===== src/rtl/serial_adder.sv =====
// serial_adder: multi-cycle adder processing DIGIT bits per clock through one slice and a carry register.
// Define SERIAL_ADDER_SUB_EN to add a sub port that turns the operation into a + ~b + 1.
module serial_adder #(
  parameter int WIDTH = 8,
  parameter int DIGIT = 1
) (
  input  logic             clk,
  input  logic             reset,
  input  logic             start,
  input  logic [WIDTH-1:0] a,
  input  logic [WIDTH-1:0] b,
  input  logic             c_in,
`ifdef SERIAL_ADDER_SUB_EN
  input  logic             sub,
`endif
  output logic             busy,
  output logic             done,
  output logic [WIDTH-1:0] s,
  output logic             c_out,
  output logic             overflow
);
  localparam int D  = WIDTH / DIGIT;
  localparam int CW = D > 1 ? $clog2(D) : 1;
  typedef enum logic [1:0] {IDLE, RUN, DONE} state_t;
  state_t state_q, state_d;
  logic [WIDTH-1:0] a_q, a_d, b_q, b_d, r_q, r_d, s_q, s_d, r_shift;
  logic [CW-1:0] cnt_q, cnt_d;
  logic cy_q, cy_d, co_q, co_d, ov_q, ov_d;
  logic [DIGIT:0] slice;
  logic accept, run, last, fin, b_inv, c_init;
  always_ff @(posedge clk or posedge reset) begin
    if (reset) state_q <= IDLE;
    else state_q <= state_d;
  end
  always_comb begin
    run     = state_q == RUN;
    accept  = start && !run;
    last    = cnt_q == CW'(D - 1);
    state_d = accept ? RUN : run ? (last ? DONE : RUN) : IDLE;
  end
  always_comb begin
    busy     = state_q == RUN;
    done     = state_q == DONE;
    s        = s_q;
    c_out    = co_q;
    overflow = ov_q;
  end
`ifdef SERIAL_ADDER_SUB_EN
  assign b_inv  = sub;
  assign c_init = sub | c_in;
`else
  assign b_inv  = 1'b0;
  assign c_init = c_in;
`endif
  // Subtraction is folded into the latch: B is stored inverted and the carry forced to 1.
  always_comb begin
    slice   = {1'b0, a_q[DIGIT-1:0]} + {1'b0, b_q[DIGIT-1:0]} + (DIGIT+1)'(cy_q);
    r_shift = (r_q >> DIGIT) | (WIDTH'(slice[DIGIT-1:0]) << (WIDTH - DIGIT));
    fin     = run && last;
    a_d     = accept ? a : run ? a_q >> DIGIT : a_q;
    b_d     = accept ? b ^ {WIDTH{b_inv}} : run ? b_q >> DIGIT : b_q;
    cy_d    = accept ? c_init : run ? slice[DIGIT] : cy_q;
    cnt_d   = accept ? '0 : run ? cnt_q + CW'(1) : cnt_q;
    r_d     = accept ? '0 : run ? r_shift : r_q;
    s_d     = fin ? r_shift : s_q;
    co_d    = fin ? slice[DIGIT] : co_q;
    // Carry into the top bit recovered from the slice's MSB sum bit.
    ov_d    = fin ? slice[DIGIT] ^ slice[DIGIT-1] ^ a_q[DIGIT-1] ^ b_q[DIGIT-1] : ov_q;
  end
  always_ff @(posedge clk or posedge reset) begin
    if (reset) begin
      a_q   <= '0;
      b_q   <= '0;
      r_q   <= '0;
      s_q   <= '0;
      cnt_q <= '0;
      cy_q  <= 1'b0;
      co_q  <= 1'b0;
      ov_q  <= 1'b0;
    end else begin
      a_q   <= a_d;
      b_q   <= b_d;
      r_q   <= r_d;
      s_q   <= s_d;
      cnt_q <= cnt_d;
      cy_q  <= cy_d;
      co_q  <= co_d;
      ov_q  <= ov_d;
    end
  end
endmodule


===== config.mk =====
export PLATFORM = sky130hd
export DESIGN_NAME = serial_adder
export DESIGN_NICKNAME = d
export VERILOG_FILES = /design/src/rtl/serial_adder.sv
export SDC_FILE = /design/constraint.sdc
export NUM_CORES = 1
export LEC_CHECK = 0
export CORE_ASPECT_RATIO = 1.1
export CORE_MARGIN = 10
export CORE_UTILIZATION = 56
export DETAILED_ROUTE_END_ITERATION = 8
export GPL_TIMING_DRIVEN = 0
export PLACE_DENSITY = 0.88
export SYNTH_ARGS = -nofsm -noshare
export SYNTH_HDL_FRONTEND = slang
export SYNTH_SLANG_ARGS = --single-unit

===== constraint.sdc =====
create_clock -name clk -period 3.27 [get_ports clk]
set_input_delay 0.327 -clock clk [delete_from_list [all_inputs] [get_ports clk]]
set_output_delay 0.327 -clock clk [all_outputs]
set_load 0.02 [all_outputs]

==> summary.txt, run 1 <==
Floorplan
  • Std-Cell Rows: 21
  • Starting Density: 59.82%
  • Die width: 75.11 µm
  • Core box area: 3127 µm²
  • I/O Pins: 32
  • DIE HEIGHT: 80.62 µm
  • Die ar.: 6055 µm²

GRT
  • First-pass GRT wire length: 5775 µm
  • Total congestion overflow: 0
  • Initial antenna violation count: 0
  • Number of global-route vias before repair: 1227
  • Largest net degree at the start of global routing: 40
  • Total track usage: 12.60%

Setup path
  • CP peak stage delay: 0.62 ns
  • Startpoint types: flop
  • Slowest CP cell: clkdlybuf4s50_1
  • Critical Path, Cell by Cell: nand2b_1, buf_2, buf_6, inv_1, clkdlybuf4s50_1
  • Worst Setup End Kind: output pin
  • Data arrival, critical path: 2.00 ns
  • Critical Path RT: 2.94 ns
  • Critical path class: flop to output pin
  • Setup slack, reg-to-reg: 1.56 ns
  • Critical path peak fanout: 10

Min path
  • Hold Crit Class: input pin to flop

Synth
  • #FFs+latches synth: 39
  • Yosys warns: 0
  • Synth Instances: 127
  • Yosys cell types: 16
  • Synthesized area: 1871 µm²
  • Post-synthesis sequential area ratio: 52.17%
  • Mean Syn Cell Area: 14.73 µm²
  • Syn nets: 151

Timing
  • Final Hold Fails: 0
  • Max Slew Vio Count: 0
  • Max Fclk: 429.7 MHz
  • Clock Skews: 0.01275 ns
  • Setup TNS: 0 ns
  • Final setup viols: 0
  • Fin crit period: 2.327 ns
  • Worst-Margin Slew: 0.7920 ns
  • Final Cycle Share: 71.17%
  • Final Worst Setup Slack: 0.9427 ns
  • Slew margin rel.: 47.12%
  • RSZ-0062 raised after global routing: false

Drt
  • Drt first pass iters: 4
  • Routed wire per std cell: 16.80 µm
  • Routed WL: 3343 µm
  • Met3 WL post-DR: 194 µm
  • Metal2 WL: 1786 µm
  • Highest routed layer: met4
  • Via density: 5.382
  • Post-route ant nets: 0
  • Met1 WL: 1307 µm
  • Via count: 1071
  • DRT iter0 DRCs: 25
  • Drt drc: 0

CTS
  • CTS Buffer Depth: 2
  • Clk sinks: 39
  • CTS H-tree lvls: 2
  • Post-CTS sizing: 0
  • Postcts setup bufs: 0
  • Clock latency on the worst-skew pair: 0.36 ns
  • Clock Root Buffer: clkbuf_4
  • CTS tree: yes
  • Clock transition at the registers of the reported paths: 0.12 ns
  • Hold-fix buffers, CTS: 0
  • CTS buffer count: 5

Power and ir drop
  • Part of the power in the clock network: 19.2%
  • NetSw: 0.0006317 W
  • Comb power frac: 42.2%
  • Net Sw Frac: 30.56%
  • Internal power: 0.001435 W
  • LEAKAGE: 1.096 nW
  • Peak VDD IR: 545.8 µV
  • Flop pwr share: 38.5%
  • P per Cell Area: 893.0 nW/µm²

Finish
  • Commonest non-fill, non-tap cell in the layout: dfrtp_1
  • # nets final: 188
  • Layout area overhead: 23.75%
  • Most frequent cells in the layout: dfrtp_1 (39), mux2_2 (34), clkdlybuf4s50_1 (30)
  • Share of cells above drive strength 1: 36.97%
  • Ant diodes: 0

Placed design
  • Dpl ws: 1.349 ns
  • Port Buf Inserts: 30
  • Final HPWL DP: 2488 µm
  • GP Congestion: 0.7563

Job
  • Max Cap Viol: 0

Outcome
  • Status: finished clean
==> worst max-delay path: cells and delay by family (launching register included) <==
family,cells,cell delay (ns)
buf+inv,4,1.09
flops,1,0.40
simple gates,1,0.15
==> power by group through the flow <==
stage / clock [W] / combinational (W) / sequential (W)
detailed placement: 0 / 0.000880 / 0.000809
floorplan: 0 / 0.000562 / 0.000843
CTS: 0.000402 / 0.000888 / 0.000799
global route: 0.000426 / 0.000950 / 0.000823
global placement: 0 / 0.000843 / 0.000792
finish: 0.000398 / 0.000873 / 0.000796
==> cell type report <==
class,instances,area (µm²)
repair buffers,30,300.3
well taps,34,42.54
clock buffers,6,41.29
flip-flops and latches,39,975.9
inverters,8,30.03
multi-input cells,73,800.8
plain buffers,7,63.81
clock inverters,2,60.06
fillers,221,812.0
==> synth_stat cells <==
library cell	n	area [µm²]
fa_1	2	40.04
nor2b_1	7	43.79
nand3b_1	1	7.510
mux2i_1	7	70.07
dfrtp_1	39	975.9
nand2b_1	2	12.51
buf_6	3	33.78
mux2_2	34	382.9
inv_1	8	30.03
buf_2	3	15.01
and2b_1	3	22.52
nor2_1	2	7.510
ha_1	2	25.02
buf_8	1	15.01
mux2_4	12	180.2
xnor2_1	1	8.760
==> kinds of logic (layout without fill, tap and decap cells) <==
kind of cell | Yosys count | in the layout | share of synthesized area, %
simple gates | 15 | 15 | 5.017
fa+ha+maj | 4 | 4 | 3.478
xor+xnor | 1 | 1 | 0.4683
buf+inv | 15 | 53 | 5.016
mux | 53 | 53 | 33.85
flops | 39 | 39 | 52.17
==> state kept, by name, summed over array words and instances (netlist names) <==
name	flops
overflow	1
b_q	8
c_out	1
cnt_q	3
r_q	7
s	8
cy_q	1
state_q	2
a_q	8
==> per-stage QoR <==
step                      total power (W)  hold slack, ns  instances  utilization [%]  instance area [µm²]
after floorplan                  0.001404          0.4528        127                -                 1871
after global placement           0.001636          0.4691        191            70.79                 2213
after detailed placement         0.001689          0.4875        191            70.79                 2213
after CTS                        0.002089          0.4027        199            74.03                 2315
after global routing             0.002199          0.4021        199            74.03                 2315
final                            0.002067          0.4096        199            74.03                 2315
==> final timing paths <==
kind                                           start                 end  depth (start not counted)
worst min-delay path                           start  b_q[1]$_DFFE_PP0P_                          3
worst max register to register  cnt_q[0]$_DFFE_PP0P_    s[1]$_DFFE_PP0P_                          5
worst max-delay path            state_q[1]$_DFF_PP0_                busy                          5
min in group asynchronous                      reset  r_q[4]$_DFFE_PP0P_                          2
worst min register to register    a_q[6]$_DFFE_PP0P_  a_q[5]$_DFFE_PP0P_                          1
max in group asynchronous                      reset  b_q[3]$_DFFE_PP0P_                          2
==> layer usage <==
metal / vias up / GRT usage [%]
met2: 19 / 21.72
met4: 0 / 5.114
met5: - / 0
met1: 546 / 13.09
met3: 6 / 5.289
li1: 500 / -
Power figures use the tool's default switching activity.
==> run 2, diff against run 1 <==
CORE_UTILIZATION = 47   (was 56)
PLACE_DENSITY = 0.79   (was 0.88)
clock period = 1.92 ns   (was 3.27 ns; I/O delays follow)
==> summary.txt, run 2 (synthesized netlist as in run 1, its figures left out) <==
Outcome
  • Status: finished clean (unchanged)

Timing
  • Final Worst Setup Slack: 0.1089 ns (was 0.9427 ns)
  • Final setup viols: 0 (unchanged)
  • Final Hold Fails: 0 (unchanged)
  • Setup TNS: 0 ns (unchanged)
  • Worst-Margin Slew: 0.7852 ns (was 0.7920 ns)
  • Max Fclk: 552.2 MHz
  • Clock Skews: 0.004841 ns (was 0.01275 ns)
  • Slew margin rel.: 47.58% (was 47.12%)
  • Final Cycle Share: 94.33%
  • Max Slew Vio Count: 0 (unchanged)
  • Fin crit period: 1.811 ns
  • RSZ-0062 raised after global routing: false (unchanged)

Finish
  • Share of cells above drive strength 1: 37.20% (was 36.97%)
  • Layout fillers: 323 (was 221)
  • Final instance area: 2322 µm² (was 2315 µm²)
  • Ant diodes: 0 (unchanged)
  • Commonest non-fill, non-tap cell in the layout: dfrtp_1 (unchanged)
  • Layout area overhead: 24.15% (was 23.75%)
  • Fin cells: 216 (was 199)
  • # nets final: 188 (unchanged)
  • Most frequent cells in the layout: dfrtp_1 (39), mux2_2 (34), clkdlybuf4s50_1 (29) (was dfrtp_1 (39), mux2_2 (34), clkdlybuf4s50_1 (30))

Power and ir drop
  • P per Cell Area: 1443 nW/µm² (was 893.0 nW/µm²)
  • Net Sw Frac: 31.01% (was 30.56%)
  • LEAKAGE: 1.090 nW (was 1.096 nW)
  • Design Power: 0.003350 W (was 0.002067 W)
  • Peak VDD IR: 697.8 µV (was 545.8 µV)
  • Comb power frac: 43.6% (was 42.2%)
  • Flop pwr share: 40.4% (was 38.5%)
  • Internal power: 0.002311 W (was 0.001435 W)
  • NetSw: 0.001039 W (was 0.0006317 W)
  • Part of the power in the clock network: 16.0% (was 19.2%)

Floorplan
  • Die width: 80.15 µm (was 75.11 µm)
  • DIE HEIGHT: 86.17 µm (was 80.62 µm)
  • Std-Cell Rows: 24 (was 21)
  • Die ar.: 6906 µm² (was 6055 µm²)
  • I/O Pins: 32 (unchanged)
  • Core box area: 3904 µm² (was 3127 µm²)
  • Starting Density: 47.92% (was 59.82%)

CTS
  • CTS Buffer Depth: 2 (unchanged)
  • Clock latency on the worst-skew pair: 0.28 ns (was 0.36 ns)
  • Clock Root Buffer: clkbuf_8 (was clkbuf_4)
  • Clock transition at the registers of the reported paths: 0.07 ns (was 0.12 ns)
  • CTS buffer count: 5 (unchanged)
  • Clk sinks: 39 (unchanged)
  • CTS tree: yes (unchanged)
  • CTS H-tree lvls: 2 (unchanged)
  • Postcts setup bufs: 0 (unchanged)

Setup path
  • FF-to-FF End: s[0]$_DFFE_PP0P_ (was s[1]$_DFFE_PP0P_)
  • Worst Setup End Kind: output pin (unchanged)
  • Critical Path RT: 1.73 ns (was 2.94 ns)
  • Critical path class: flop to output pin (unchanged)
  • Worst r2r src: cnt_q[0]$_DFFE_PP0P_ (unchanged)
  • Critical path peak fanout: 10 (unchanged)
  • Data arrival, critical path: 1.62 ns (was 2.00 ns)
  • Startpoint types: flop (unchanged)
  • Setup slack, reg-to-reg: 0.24 ns (was 1.56 ns)
  • Worst R2R Path Depth: 5 (unchanged)

GRT
  • Number of global-route vias before repair: 1241 (was 1227)
  • Total congestion overflow: 0 (unchanged)
  • Largest net degree at the start of global routing: 40 (unchanged)
  • First-pass GRT wire length: 6016 µm (was 5775 µm)
  • Total track usage: 10.98% (was 12.60%)
  • Initial antenna violation count: 0 (unchanged)

Placed design
  • Placed Area: 2236 µm² (was 2213 µm²)
  • Final HPWL DP: 2533 µm (was 2488 µm)
  • Placed cell count: 209 (was 191)
  • Dpl ws: 0.1499 ns (was 1.349 ns)
  • Port Buf Inserts: 30 (unchanged)
  • GP Congestion: 0.7597 (was 0.7563)

Drt
  • Drt drc: 0 (unchanged)
  • Routed wire per std cell: 15.50 µm (was 16.80 µm)
  • Via density: 4.898 (was 5.382)
  • Post-route ant nets: 0 (unchanged)
  • DRT iter0 DRCs: 60 (was 25)
  • Via count: 1058 (was 1071)
  • Routed WL: 3349 µm (was 3343 µm)
  • Drt first pass iters: 2 (was 4)

Min path
  • Hold endpoint: b_q[1]$_DFFE_PP0P_ (unchanged)
  • Hold path start: start (unchanged)
  • Hold Crit Class: input pin to flop (unchanged)
  • Worst hold path cell count: 3 (unchanged)

Job
  • Max Cap Viol: 0 (unchanged)
run 2: final cells by class:
class                           count  area [µm²]  area share, %
Timing Repair Buffer               30       299.0          12.88
Buffer                              7       63.81          2.748
Tap cell                           52       65.06          2.802
Clock buffer                        6       82.58          3.556
Inverter                            8       30.03          1.293
Sequential cell                    39       975.9          42.03
Multi-Input combinational cell     73       800.8          34.48
Clock inverter                      1       5.005         0.2155
run 2: metal layers:
layer / track usage, % / part of all wire, % / vias to the layer above
met5: 0 / 0 / -
met4: 5.449 / 2.3 / 0
met3: 3.766 / 5.9 / 7
met2: 17.97 / 50 / 28
met1: 12.35 / 41 / 523
li1: - / - / 500
run 2: critical path, cell delays in order (launching register included):
cell,delay (ns)
dfrtp_1,0.39
nand2b_1,0.07
buf_2,0.24
buf_6,0.22
inv_1,0.08
dlygate4sd2_1,0.33
run 2: how the worst max path moves through the flow:
stage / startpoint / end / slack (ns)
finish: state_q[0]$_DFF_PP0_ / busy / 0.11
global route: state_q[0]$_DFF_PP0_ / busy / 0.01
CTS: state_q[0]$_DFF_PP0_ / busy / 0.08
detailed placement: state_q[1]$_DFF_PP0_ / busy / 0.15
global placement: reset / a_q[2]$_DFFE_PP0P_ / 0.06
floorplan: cnt_q[0]$_DFFE_PP0P_ / overflow$_DFFE_PP0P_ / 0.40
run 2: through the flow:
step | util (%) | hold slack, ns
floorplan | - | 0.3482
global placement | 57.28 | 0.4680
detailed placement | 57.28 | 0.4862
CTS | 59.49 | 0.3452
global route | 59.49 | 0.3619
finish | 59.49 | 0.3514
run 2: power by group through the flow:
stage               registers, W  logic (W)  clock network [W]
floorplan                0.00143   0.000956                  0
global placement         0.00135    0.00144                  0
detailed placement       0.00138    0.00149                  0
CTS                      0.00136    0.00149           0.000558
global route             0.00140    0.00160           0.000602
finish                   0.00135    0.00146           0.000535
run 2: timing repair:
item / CTS / global route
endpoints found under the setup margin: 1 / 0
resized for setup: 1 / 0
hold buffers: 0 / 0
